File: config.mk
export PLATFORM = sky130hd
export DESIGN_NAME = bcd_digit_accumulator
export DESIGN_NICKNAME = d
export VERILOG_FILES = /design/src/rtl/bcd_pkg.sv /design/src/rtl/bcd_digit_accumulator_mul10_add.sv /design/src/rtl/bcd_digit_accumulator.sv
export SDC_FILE = /design/constraint.sdc
export NUM_CORES = 1
export LEC_CHECK = 0
export ABC_CLOCK_PERIOD_IN_PS = 3600
export CORE_MARGIN = 2
export CORE_UTILIZATION = 30
export CTS_CLUSTER_SIZE = 8
export DETAILED_ROUTE_END_ITERATION = 8
export SLEW_MARGIN = 20
export SYNTH_ARGS = -nofsm -noshare
export SYNTH_HDL_FRONTEND = slang
export SYNTH_SLANG_ARGS = --single-unit
File: constraint.sdc
create_clock -name clk -period 3.6 [get_ports clk]
set_clock_uncertainty 0.2 [all_clocks]
set_input_delay 0.54 -clock clk [delete_from_list [all_inputs] [get_ports clk]]
set_output_delay 0.54 -clock clk [all_outputs]
set_load 0.005 [all_outputs]
File: src/rtl/bcd_pkg.sv
// bcd_pkg: digit-path types and constants shared by the accumulator and the separator
package bcd_pkg;
  localparam int DIGIT_W = 4;
  localparam logic [DIGIT_W-1:0] BCD_MAX = 4'd9;
  typedef enum logic [1:0] {S_IDLE, S_ACCUM, S_HOLD} state_t;
endpackage

File: src/rtl/bcd_digit_accumulator_mul10_add.sv
// mul10_add: y = x*10 + d, saturating to all-ones with ovf when the result exceeds WIDTH bits
module mul10_add
  import bcd_pkg::*;
#(
  parameter int WIDTH = 9
) (
  input  logic [WIDTH-1:0]   i_x,
  input  logic [DIGIT_W-1:0] i_d,
  output logic [WIDTH-1:0]   o_y,
  output logic               o_ovf
);
  logic [WIDTH+3:0] w_ext;
  logic [WIDTH+3:0] w_full;
  // Four guard bits hold the worst case (2**WIDTH-1)*10+15
  always_comb begin
    w_ext  = {4'b0, i_x};
    w_full = (w_ext << 3) + (w_ext << 1) + {{WIDTH{1'b0}}, i_d};
    o_ovf  = |w_full[WIDTH+3:WIDTH];
    o_y    = o_ovf ? {WIDTH{1'b1}} : w_full[WIDTH-1:0];
  end
endmodule

File: src/rtl/bcd_digit_accumulator.sv
// bcd_digit_accumulator: assembles MSB-first BCD digits into a binary value with valid/ready commit
module bcd_digit_accumulator
  import bcd_pkg::*;
#(
  parameter int WIDTH      = 9,
  parameter int MAX_DIGITS = 3,
  parameter int CW         = $clog2(MAX_DIGITS + 1)
) (
  input  logic               clk,
  input  logic               rst_n,
  input  logic               digit_valid,
  input  logic [DIGIT_W-1:0] digit,
  output logic               digit_ready,
  input  logic               enter,
  input  logic               clear,
  output logic [WIDTH-1:0]   value_out,
  output logic               value_valid,
  input  logic               value_ready,
  output logic               overflow,
  output logic               bad_digit,
  output logic [CW-1:0]      digit_count
);
  state_t           r_state;
  logic [WIDTH-1:0] r_acc;
  logic [WIDTH-1:0] r_value;
  logic [CW-1:0]    r_count;
  logic             r_ovf;
  logic             r_bad;
  logic [WIDTH-1:0] w_next;
  logic             w_next_ovf;

  mul10_add #(.WIDTH(WIDTH)) u_mul10_add (
    .i_x   (r_acc),
    .i_d   (digit),
    .o_y   (w_next),
    .o_ovf (w_next_ovf)
  );

  assign digit_ready = (r_state != S_HOLD) && !enter && !clear;
  assign value_valid = r_state == S_HOLD;
  assign value_out   = r_value;
  assign overflow    = r_ovf;
  assign bad_digit   = r_bad;
  assign digit_count = r_count;

  // Entry FSM: clear beats the hold handshake, which beats enter, which beats a digit
  always_ff @(posedge clk or negedge rst_n) begin
    if (!rst_n) begin
      r_state <= S_IDLE;
      r_acc   <= '0;
      r_value <= '0;
      r_count <= '0;
      r_ovf   <= 1'b0;
      r_bad   <= 1'b0;
    end else begin
      r_bad <= 1'b0;
      if (clear || (r_state == S_HOLD && value_ready)) begin
        r_state <= S_IDLE;
        r_acc   <= '0;
        r_count <= '0;
        r_ovf   <= 1'b0;
      end else if (r_state == S_HOLD) begin
        r_state <= S_HOLD;
      end else if (enter) begin
        if (r_state == S_ACCUM) begin
          r_value <= r_acc;
          r_state <= S_HOLD;
        end
      end else if (digit_valid) begin
        if (digit > BCD_MAX) begin
          r_bad <= 1'b1;
        end else if (r_count == CW'(MAX_DIGITS)) begin
          r_ovf <= 1'b1;
        end else begin
          r_acc   <= w_next;
          r_ovf   <= r_ovf | w_next_ovf;
          r_count <= r_count + 1'b1;
          r_state <= S_ACCUM;
        end
      end
    end
  end
endmodule

# Word level (Yosys, flattened, before mapping)
# Cells that the tools add are included.
op_classes:
  n_reduce_logical: 13
  bitwise: 3
  n_mux: 31
  n_addsub: 3
  magnitude_cmp: 1
  n_eq_ne: 11
ops:
  columns: ["op", "count"]
  rows:
  - ["9-bit 2-to-1 mux", 7]
  - ["2-bit 2-to-1 mux", 13]
  - ["12-bit by 10-bit adder with 13-bit output", 1]
  - ["13-bit by 4-bit adder with 13-bit output", 1]
  - ["4-bit AND reduction", 3]
  - ["1-bit 2-to-1 mux", 11]
  - ["4-bit inequality test, second input constant", 2]
  - ["2-bit inequality test, second input constant", 3]
  - ["5-bit AND reduction", 1]
  - ["2-bit == test, second input constant", 2]
  - ["4-bit greater-than comparator, second input constant", 1]
  - ["2-bit by 1-bit inequality test with 1-bit output, second input constant", 2]
  - ["4-bit by 1-bit inequality test with 1-bit output, second input constant", 1]
  - ["4-bit nonzero test", 1]
  - ["4-bit OR reduction", 1]
  - ["1-bit logical AND", 3]
  - ["2-bit by 1-bit adder with 2-bit output, second input constant", 1]
  - ["2-bit by 1-bit == test with 1-bit output, second input constant", 1]
  - ["1-bit zero test", 2]
  - ["1-bit inverter", 2]
  - ["2-bit nonzero test", 1]
  - ["1-bit logical OR", 1]
  - ["1-bit bitwise OR", 1]
totals:
  wordCells: 68
  register_bits: 24
  output_inout_bits: 15

# Logic depth before layout (Yosys ltp)
# Gate-level depths: netlist (run 1).
depth:
  ltp_word: 10
  mapped_depth: 10
  ltp_nobuf: 10

# Hierarchy
# From an unflattened synthesis (run 1), not the netlist that was laid out.
unflattened:
  cells_unflattened: 176
  hier_area_um2: 1838.0
modules_own_cells:
  columns: ["mod", "cells_each", "area_each_um2", "n_inst"]
  rows:
  - ["bcd_digit_accumulator", 100, 1222.4, 1]
  - ["mul10_add", 76, 615.6, 1]

# Worst setup path after synthesis (run 1)
# No wires, ideal clock.
synth_path:
  path_kind: "input to register"
  from: "input port digit[3]"
  to: "register r_acc[7]"
  stages: 10
  setup_slack_ns: 0.319
  path_buffers: 0
  arrival_time_ns: 2.933
  required_ns: 3.252
  path_cell_list: "inv_1 fa_1 inv_1 fa_1 a21oi_1 o211ai_1 a311o_1 a21o_1 nor3_4 a31oi_1"
synth_between:
  elab_chain_len: 9
synth_rtl:
  columns: ["item", "line_no", "rtl"]
  rows:
  - ["start, declared", "bcd_digit_accumulator.sv:12", "input logic [DIGIT_W-1:0] digit,"]
  - ["13-bit by 4-bit adder with 13-bit output", "bcd_digit_accumulator_mul10_add.sv:17", "w_full = (w_ext << 3) + (w_ext << 1) + {{WIDTH{1'b0}}, i_d};"]
  - ["4-bit OR reduction", "bcd_digit_accumulator_mul10_add.sv:18", "o_ovf = |w_full[WIDTH+3:WIDTH];"]
  - ["9-bit 2-to-1 mux", "bcd_digit_accumulator_mul10_add.sv:19", "o_y = o_ovf ? {WIDTH{1'b1}} : w_full[WIDTH-1:0];"]
  - ["9-bit 2-to-1 mux", "bcd_digit_accumulator.sv:72", "end else if (r_count == CW'(MAX_DIGITS)) begin"]
  - ["9-bit 2-to-1 mux", "bcd_digit_accumulator.sv:70", "if (digit > BCD_MAX) begin"]
  - ["9-bit 2-to-1 mux", "bcd_digit_accumulator.sv:69", "end else if (digit_valid) begin"]
  - ["9-bit 2-to-1 mux", "bcd_digit_accumulator.sv:64", "end else if (enter) begin"]
  - ["9-bit 2-to-1 mux", "bcd_digit_accumulator.sv:62", "end else if (r_state == S_HOLD) begin"]
  - ["9-bit 2-to-1 mux", "bcd_digit_accumulator.sv:57", "if (clear || (r_state == S_HOLD && value_ready)) begin"]
  - ["end signal, assigned", "bcd_digit_accumulator.sv:75", "r_acc <= w_next;"]
  - ["end, declared", "bcd_digit_accumulator.sv:24", "logic [WIDTH-1:0] r_acc;"]
# Parallel ways exist; a longest one is shown, timed or not. The select of a mux whose other input is x is not followed.
# A chain may end at the register's enable or synchronous reset.

# Worst setup path after layout (run 1)
layout_path:
  from: "input port digit[3]"
  to: "register r_acc[0]"
# The elaborated chain is that of the path after synthesis.

==> results of run 1 <==
metrics by stage:
| step | cell area (µm²) | setup TNS, ns | util [%] | total power [µW] |
|---|---|---|---|---|
| 2_1_floorplan | 1564 | 0 | - | 1169 |
| 3_3_place_gp | 1958 | -1.548 | 38.58 | 1539 |
| 3_5_place_dp | 1958 | -1.912 | 38.58 | 1545 |
| 4_1_cts | 1999 | 0 | 39.40 | 1706 |
| 5_1_grt | 2022 | 0 | 39.84 | 1901 |
| 6_report | 2022 | 0 | 39.84 | 1739 |
path summary, 6_finish.rpt:
kind | endpoint | from | slack (ns)
max | r_acc[0] | digit[3] | 0.18
max in group asynchronous | r_acc[7] | rst_n | 2.54
max reg2reg | r_acc[0] | r_acc[2] | 0.55
min reg2reg | digit_count[1] | digit_count[1] | 0.30
min in group asynchronous | value_out[8] | rst_n | 0.43
min | digit_count[1] | digit_count[1] | 0.30
registers in the layout, summed over array words and instances, names as in the netlist:
signal	cells
overflow	1
r_state	2
bad_digit	1
digit_count	2
r_acc	9
value_out	9
routing by layer:
layer	share of wire, %	wire length [µm]	GRT usage (%)	vias to the layer above
met1	52	1701	17.14	610
li1	-	-	-	640
met4	1.0	33	1.818	0
met5	0	0	0	-
met3	3.9	127	3.199	5
met2	43	1420	17.70	26
cell usage after synthesis (3+ instances only):
library cell,instances
nand2_1,10
a21oi_1,11
clkbuf_1,4
nand3_1,4
a221oi_1,3
nor2_1,9
ha_1,18
xor2_1,5
a22oi_1,3
mux2_2,9
a21o_1,3
inv_1,8
o21ai_0,12
dfrtp_1,24
o21a_1,3
repair_timing:
item,CTS,global route
resized for setup,0,4
setup endpoints to repair,0,10
setup buffers,0,1
hold endpoints to repair,0,0
power groups by stage:
stage / clock [µW] / combinational, µW / sequential [µW]
2_1_floorplan: 0 / 723 / 445
3_3_place_gp: 0 / 1070 / 466
3_5_place_dp: 0 / 1080 / 466
4_1_cts: 159 / 1090 / 462
5_1_grt: 172 / 1250 / 479
6_report: 156 / 1120 / 460
cell families after synthesis:
logic type                 Yosys count  share of synthesized area (%)
adders and majority gates           20                          16.96
DFF                                 24                          38.40
AOI/OAI and AO/OA                   49                          20.56
and+or+nand+nor                     34                          11.36
xor gates and xnor gates             6                          3.360
muxes                                9                          6.480
buffers and inverters               12                          2.880
area by class of cell:
type | count | area [µm²] | share of cell area, %
inverters | 8 | 30.03 | 1.485
repair buffers | 35 | 326.6 | 16.15
well taps | 70 | 87.58 | 4.332
clock buffers | 3 | 41.29 | 2.042
multi-input cells | 118 | 935.9 | 46.29
flip-flops and latches | 24 | 600.6 | 29.70
worst max-delay path, stage by stage:
cell             delay (ns)
clkdlybuf4s50_1        0.47
inv_1                  0.06
fa_1                   0.52
inv_1                  0.06
fa_2                   0.40
a21oi_2                0.16
o211ai_1               0.13
a311o_1                0.37
a21o_1                 0.22
nor3_4                 0.19
buf_6                  0.15
a221oi_1               0.07
==> impl_metrics.json, run 1 <==
{
  "synth_top_area_cell": "dfrtp_1",
  "vias_per_cell": 4.965,
  "syn-cell-area_um2": 1564,
  "relSlewSlack_pct": 68.05,
  "num-fill-cells": 523,
  "path_clk_slew_ns": 0.08,
  "fmax_mhz": 292.7,
  "worst_pin_slew_ns": 0.4743,
  "cts-buffers-inserted": 3,
  "clock_sinks": 24,
  "cp-start-kind": "input port",
  "fin_crit_sh_pct": 94.92,
  "cp_max_fo": 9,
  "cap_violations": 0,
  "grt_usage_pct": 11.74,
  "final_cell_mix": "dfrtp_1, clkdlybuf4s50_1, ha_1",
  "hold_path_class": "reg -> reg",
  "die_x_um": 76.21,
  "final_cells": 258,
  "ys_warn_count": 0,
  "finalHoldViolCount": 0,
  "wl_per_cell_um": 12.72,
  "reg2reg_depth": 11,
  "worstPathRequired_ns": 3.54,
  "p_int_uw": 1013,
  "drc": 0,
  "arrival_ns": 3.35,
  "area_delta_synth_final_pct": 29.28,
  "seqPwrFrac_pct": 26.5,
  "fin_crit_ns": 3.417,
  "async_reset_ff_share_pct": 100.0,
  "syn_inst": 154,
  "dp.cells": 254,
  "power_frac_clock_pct": 8.9,
  "cts_tree": "yes",
  "io_pins": 25,
  "path_class": "in -> reg",
  "grt_pass1_vias": 1208,
  "cts-htree-levels": 1,
  "grt_first_pass_wirelength_um": 5720,
  "gp_congestion": 0.7981,
  "port_buffers": 24,
  "slew_viol_final": 0,
  "start_util_pct": 30.82,
  "yosysSeqAreaShare_pct": 38.40,
  "drive_gt1_share_pct": 14.89,
  "overflow": 0,
  "setup_viol": 0,
  "rsz0062_at_grt": "no",
  "num_vias": 1281,
  "synth.top_cell.area_share_pct": 38.40,
  "detailed_place_hpwl_um": 2518,
  "avgSynthCellArea_um2": 10.16,
  "ys_ff_latch": 24,
  "die_h_um": 76.21,
  "syn_nets": 184,
  "synth_edf_count": 0,
  "synth.distinct_cells": 36,
  "peakVddDrop_mv": 0.4047,
  "synthFlopType": "dfrtp_1",
  "status": "finished clean",
  "p_sw_share_pct": 41.79,
  "ctsHoldBuffers": 0,
  "num_rows": 26,
  "firstDrtPassIters": 4,
  "clk_root_buffer_cell": "clkbuf_8",
  "wl_um": 3282,
  "ant_nets": 0,
  "switching_power_uw": 726.9,
  "antenna_found_initial": 0,
  "die-area_um2": 5807,
  "timing.final.ws_setup_ns": 0.1831,
  "p_leak_uw": 0.0009252,
  "hold_depth": 2,
  "drt_iter0_markers": 82,
  "hold_slack_ns": 0.3046,
  "diodes": 0,
  "cts_buffer_depth": 2,
  "dpl_worst_slack_ns": -0.2171,
  "synth_area_leaders": "dfrtp_1, ha_1, mux2_2",
  "end_kind": "flip-flop",
  "power_per_cell_area_nw_per_um2": 860.3,
  "grt_max_degree": 25,
  "clock_latency_ns": 0.26,
  "layout.nets": 220,
  "power_frac_comb_pct": 64.6,
  "fp.coreArea_um2": 5075
}
Note: power is estimated with default switching activity, not from simulation.
==> inputs of run 2 (changes only) <==
- CTS_CLUSTER_SIZE: 8 -> unset
- TNS_END_PERCENT: unset -> 1
==> results of run 2 <==
Final layout, timing and power as in run 1 (identical DEF).
